<file path="src/rtl/fib_index_pkg.sv">
// Shared types and constants for the inverse Fibonacci calculator (fib_index).
// Indexing follows the forward calculator: F(1)=0, F(2)=1, F(3)=1, ...
package fib_pkg;

  typedef enum logic [1:0] {
    ST_IDLE   = 2'd0,
    ST_STEP   = 2'd1,
    ST_CHECK  = 2'd2,
    ST_FINISH = 2'd3
  } fib_index_state_t;

  localparam int FIB_FIRST_INDEX = 1;
  localparam int FIB_SEED_INDEX  = 2;

endpackage

</file>
<file path="src/rtl/fib_index.sv">
// Inverse Fibonacci: largest n with F(n) <= v, plus F(n), exact-hit and index-saturation flags.
// Define FIB_INDEX_NEAREST_EN to return the nearest Fibonacci number (ties low) via an extra FINISH cycle.
module fib_index
  import fib_pkg::*;
#(
  parameter int VALUE_WIDTH = 32,
  parameter int INDEX_WIDTH = 6
) (
  input  logic                   clk,
  input  logic                   rst,
  input  logic                   go,
  input  logic [VALUE_WIDTH-1:0] value,
  output logic [INDEX_WIDTH-1:0] n,
  output logic [VALUE_WIDTH-1:0] fib_value,
  output logic                   is_fib,
  output logic                   overflow,
  output logic                   done
);

  localparam logic [INDEX_WIDTH-1:0] IDX_MAX = {INDEX_WIDTH{1'b1}};

  fib_index_state_t state_q, state_d;

  logic [VALUE_WIDTH-1:0] v_q, v_d;
  logic [VALUE_WIDTH-1:0] x_q, x_d;
  logic [VALUE_WIDTH-1:0] y_q, y_d;
  logic [VALUE_WIDTH:0]   sum_q, sum_d;
  logic [INDEX_WIDTH-1:0] i_q, i_d;
  logic                   zero_pend_q, zero_pend_d;
  logic [INDEX_WIDTH-1:0] n_q, n_d;
  logic [VALUE_WIDTH-1:0] fib_q, fib_d;
  logic                   is_fib_q, is_fib_d;
  logic                   ovf_q, ovf_d;
  logic                   done_q, done_d;

  logic accept_s;
  logic stop_s;
  logic exhaust_s;

  // The adder carry counts as "next term exceeds v", never as an overflow.
  assign accept_s  = go && (state_q == ST_IDLE);
  assign stop_s    = sum_q[VALUE_WIDTH] || (sum_q > {1'b0, v_q});
  assign exhaust_s = !stop_s && (i_q == IDX_MAX);

`ifdef FIB_INDEX_NEAREST_EN
  logic                   near_s;
  logic [INDEX_WIDTH-1:0] sel_n_s;
  logic [VALUE_WIDTH-1:0] sel_fib_s;

  // Pick the upper neighbour only when it is strictly closer and still addressable.
  assign near_s    = !sum_q[VALUE_WIDTH] && (i_q != IDX_MAX) &&
                     ((sum_q - {1'b0, v_q}) < ({1'b0, v_q} - {1'b0, y_q}));
  assign sel_n_s   = near_s ? (i_q + INDEX_WIDTH'(1)) : i_q;
  assign sel_fib_s = near_s ? sum_q[VALUE_WIDTH-1:0] : y_q;
`endif

  // State register
  always_ff @(posedge clk or posedge rst) begin
    if (rst) begin
      state_q <= ST_IDLE;
    end else begin
      state_q <= state_d;
    end
  end

  // Next-state logic
  always_comb begin
    state_d = state_q;
    case (state_q)
      ST_IDLE: begin
        if (accept_s && (value != '0)) begin
          state_d = ST_STEP;
        end else begin
          state_d = ST_IDLE;
        end
      end
      ST_STEP:  state_d = ST_CHECK;
      ST_CHECK: begin
        if (stop_s || exhaust_s) begin
`ifdef FIB_INDEX_NEAREST_EN
          state_d = ST_FINISH;
`else
          state_d = ST_IDLE;
`endif
        end else begin
          state_d = ST_STEP;
        end
      end
      ST_FINISH: state_d = ST_IDLE;
      default:   state_d = ST_IDLE;
    endcase
  end

  // Datapath and result next values
  always_comb begin
    v_d         = v_q;
    x_d         = x_q;
    y_d         = y_q;
    sum_d       = sum_q;
    i_d         = i_q;
    zero_pend_d = zero_pend_q;
    n_d         = n_q;
    fib_d       = fib_q;
    is_fib_d    = is_fib_q;
    ovf_d       = ovf_q;
    done_d      = done_q;
    case (state_q)
      ST_IDLE: begin
        if (accept_s) begin
          v_d         = value;
          x_d         = '0;
          y_d         = VALUE_WIDTH'(1);
          i_d         = INDEX_WIDTH'(FIB_SEED_INDEX);
          zero_pend_d = (value == '0);
          ovf_d       = 1'b0;
          done_d      = 1'b0;
        end else if (zero_pend_q) begin
          // v=0 resolves without a search: F(1)=0 is an exact hit.
          zero_pend_d = 1'b0;
          n_d         = INDEX_WIDTH'(FIB_FIRST_INDEX);
          fib_d       = '0;
          is_fib_d    = 1'b1;
          done_d      = 1'b1;
        end else begin
          zero_pend_d = 1'b0;
        end
      end
      ST_STEP: sum_d = {1'b0, x_q} + {1'b0, y_q};
      ST_CHECK: begin
        if (stop_s || exhaust_s) begin
`ifndef FIB_INDEX_NEAREST_EN
          n_d      = i_q;
          fib_d    = y_q;
          is_fib_d = (y_q == v_q);
          ovf_d    = exhaust_s;
          done_d   = 1'b1;
`endif
        end else begin
          x_d = y_q;
          y_d = sum_q[VALUE_WIDTH-1:0];
          i_d = i_q + INDEX_WIDTH'(1);
        end
      end
      ST_FINISH: begin
`ifdef FIB_INDEX_NEAREST_EN
        n_d      = sel_n_s;
        fib_d    = sel_fib_s;
        is_fib_d = (sel_fib_s == v_q);
        ovf_d    = exhaust_s;
        done_d   = 1'b1;
`endif
      end
      default: ;
    endcase
  end

  // Datapath and result registers
  always_ff @(posedge clk or posedge rst) begin
    if (rst) begin
      v_q         <= '0;
      x_q         <= '0;
      y_q         <= '0;
      sum_q       <= '0;
      i_q         <= '0;
      zero_pend_q <= 1'b0;
      n_q         <= '0;
      fib_q       <= '0;
      is_fib_q    <= 1'b0;
      ovf_q       <= 1'b0;
      done_q      <= 1'b0;
    end else begin
      v_q         <= v_d;
      x_q         <= x_d;
      y_q         <= y_d;
      sum_q       <= sum_d;
      i_q         <= i_d;
      zero_pend_q <= zero_pend_d;
      n_q         <= n_d;
      fib_q       <= fib_d;
      is_fib_q    <= is_fib_d;
      ovf_q       <= ovf_d;
      done_q      <= done_d;
    end
  end

  assign n         = n_q;
  assign fib_value = fib_q;
  assign is_fib    = is_fib_q;
  assign overflow  = ovf_q;
  assign done      = done_q;

endmodule

</file>
<file path="config.mk">
export PLATFORM = sky130hd
export DESIGN_NAME = fib_index
export DESIGN_NICKNAME = d
export VERILOG_FILES = /design/src/rtl/fib_index_pkg.sv /design/src/rtl/fib_index.sv
export SDC_FILE = /design/constraint.sdc
export NUM_CORES = 1
export LEC_CHECK = 0
export CELL_PAD_IN_SITES_DETAIL_PLACEMENT = 0
export CELL_PAD_IN_SITES_GLOBAL_PLACEMENT = 1
export CORE_AREA = 3 3 153 155
export CTS_CLUSTER_DIAMETER = 100
export DETAILED_ROUTE_END_ITERATION = 12
export DIE_AREA = 0 0 156 158
export GPL_ROUTABILITY_DRIVEN = 0
export MAX_ROUTING_LAYER = met4
export PLACE_DENSITY = 0.89
export RECOVER_POWER = 25
export SLEW_MARGIN = 0
export SYNTH_ARGS = -nofsm -noshare
export SYNTH_HDL_FRONTEND = slang
export SYNTH_SLANG_ARGS = --single-unit
</file>
<file path="constraint.sdc">
create_clock -name clk -period 7.9 [get_ports clk]
set_input_delay 1.975 -clock clk [delete_from_list [all_inputs] [get_ports clk]]
set_output_delay 1.975 -clock clk [all_outputs]
set_load 0.02 [all_outputs]
</file>
==> metrics.cfg <==
[run_status]
outcome = complete, but fails checks
violations = capacitance limit, slew limit

[logic_synthesis]
synth_edf_count = 0
synth_area_sq_mm = 0.0102
yosysWarnings = 0
async_reset_ff_share_pct = 100
synth_commonest_cells = nand2_1 (194), dfrtp_1 (179), o21ai_0 (85)
yosys.area.top_type_share_pct = 44.0
yosysMostFrequentCell = nand2_1
synth_ff_type = dfrtp_1
synth_top_cell_by_area = dfrtp_1
synth_cells = 1113
avgSynthCellArea_sq_um = 9.14
synth_nets = 1214
synth.distinct_cells = 52
ys_top_cells_by_area = dfrtp_1 (44%), ha_1 (8.0%), nand2_1 (7.2%)
ys_ff_latch = 179
ys_seq_area_share_pct = 44.0

[drt]
vias_per_cell = 5.92
wire_per_inst_um = 19.1
drt_iter0_drc = 870
drc_errors = 0
vias = 8584
drt_pre_antenna_iters = 6
detail-route-antenna-nets = 0
wl_um = 27600

[floorplanning]
std_cell_rows = 54
die-area_sq_mm = 0.0246
start_util_pct = 46.3
core_area_sq_mm = 0.0220
die_h_um = 158
pin_count = 76
fp.dieW_um = 156

[clock_network]
clk_pin_slew_ns = 0.07
root_buffer = clkbuf_16
cts_tree = done
hold_buffers = 0
post_cts_resized = 0
clk-insertion-delay-late_ns = 0.45
cts_setup_buffers = 0
clock-sinks = 179
cts_made_buffers = 17
clk_path_buf_depth = 2
htree_num_levels = 4

[layout]
syn_to_final_growth_pct = 14.7
regArea_sq_mm = 0.00448
fin_util_pct = 53.2
drive_gt1_share_pct = 7.61
fillCellCount = 1980
nNetsFinal = 1257
multiInputGateArea_sq_mm = 0.00523

[critical_path]
reg2reg_from = state_q[1]
setup.worst_path.start_class = input pin
cp-end-kind = async pin
worstPathArrival_ns = 5.47
rrSetupSlack_ns = 3.57
crit_fanout = 76
crit_type = input pin to async pin
cp.required_ns = 8.36
startpoint = rst

[min_path]
hold_path.class = flop to flop
min_from = sum_q[31]

[pwr]
pwr_density_cell_mw_per_mm2 = 364
vdd_ir_drop_max_v = 0.000190
p_leak_nw = 5.33
power_mw = 4.24

[sta]
finClkSkew_ns = 0.0173
relSlewSlack_pct = -131
slew_viol_final = 140
tightestPinTransition_ns = 3.44
fin_crit_sh_pct = 63.5
fin_crit_ns = 5.01
finalSetupTns_ns = 0
fmaxAchievable_mhz = 199
grt_setup_unrepaired = false
fin_ws_ns = 2.89
hold_viol = 0
setup_violations = 0

[global_routing]
grt_pass1_vias = 8203
gr-total-overflow = 0
grt_pass1_wl_um = 45000
antenna_found_initial = 1
grt_max_degree = 81
grt_usage_pct = 23.8

[placed_design]
io_buffers = 75
place_ws_ns = 3.67
hpwl_um = 18800

[job]
max-cap-violations = 2

-- logic make-up after synthesis --
| family | synth area share [%] |
|---|---|
| simple gates | 18.3 |
| compound gates | 15.8 |
| flops | 44.0 |
| buf+inv | 4.71 |
| fa+ha+maj | 8.19 |
| xor+xnor | 4.91 |
| mux | 4.06 |
-- critical path, cell delays in order --
cell	delay, ns
dlygate4sd3_1	0.55
clkinvlp_2	1.93
buf_4	0.95
-- through the flow --
| step | hold slack [ns] | instances | area, sq um |
|---|---|---|---|
| after floorplan | 0.474 | 1113 | 10200 |
| after global placement | 0.497 | 1417 | 11100 |
| after detailed placement | 0.500 | 1417 | 11100 |
| after CTS | 0.518 | 1449 | 11700 |
| after global routing | 0.538 | 1450 | 11700 |
| final | 0.514 | 1450 | 11700 |
-- path summary, 6_finish.rpt --
path / end / depth (start not counted)
max: sum_q[26] / 3
min: sum_q[31] / 2
max reg2reg: sum_q[27] / 5
min reg2reg: sum_q[31] / 2
max in group clk: v_q[12] / 5
min in group asynchronous: fib_value[7] / 2
-- layout by cell type (no fill, tap or decap), drive strengths merged, types with 12 or more instances in the layout --
cell	netlist	final
inv	52	57
o21ai	116	116
clkdlybuf4s50	0	73
buf	23	12
xor2	44	44
xnor2	13	13
ha	65	65
a21oi	37	37
clkbuf	42	21
o211ai	35	35
a21o	27	27
dfrtp	179	179
nor4	18	18
nand2	194	194
mux2	34	34
nand4	51	51
nor2	20	20
nand3	70	70
-- power by group --
group	leakage (nW)	internal [mW]	switching, mW
Sequential	2.37	1.23	0.344
Clock	0.281	0.448	0.391
Combinational	2.68	0.680	1.16
Total	5.33	2.35	1.89
-- registers in the layout (all words and copies together), names as in the netlist --
signal and cells:
done 1, y_q 32, fib_value 32, overflow 1
x_q 32, state_q 2, is_fib 1, i_q 6
sum_q 33, n 6, zero_pend_q 1, v_q 32
-- final cells by class --
| class | count | area share (%) |
|---|---|---|
| timing repair buffer | 89 | 7.27 |
| tap | 280 | 3.00 |
| antenna | 1 | 0.0214 |
| sequential | 179 | 38.4 |
| inverter | 52 | 1.68 |
| clock buffer | 19 | 3.79 |
| clock inverter | 13 | 1.04 |
| multi-input combinational | 817 | 44.8 |
-- routing by layer --
| metal | wire, um | GRT usage [%] | share of wire, % |
|---|---|---|---|
| met1 | 12900 | 33.4 | 47 |
| met2 | 12300 | 35.1 | 44 |
| met3 | 1680 | 3.85 | 6.1 |
| met4 | 787 | 8.16 | 2.8 |
| met5 | 0 | - | 0 |
Power figures use the tool's default switching activity.
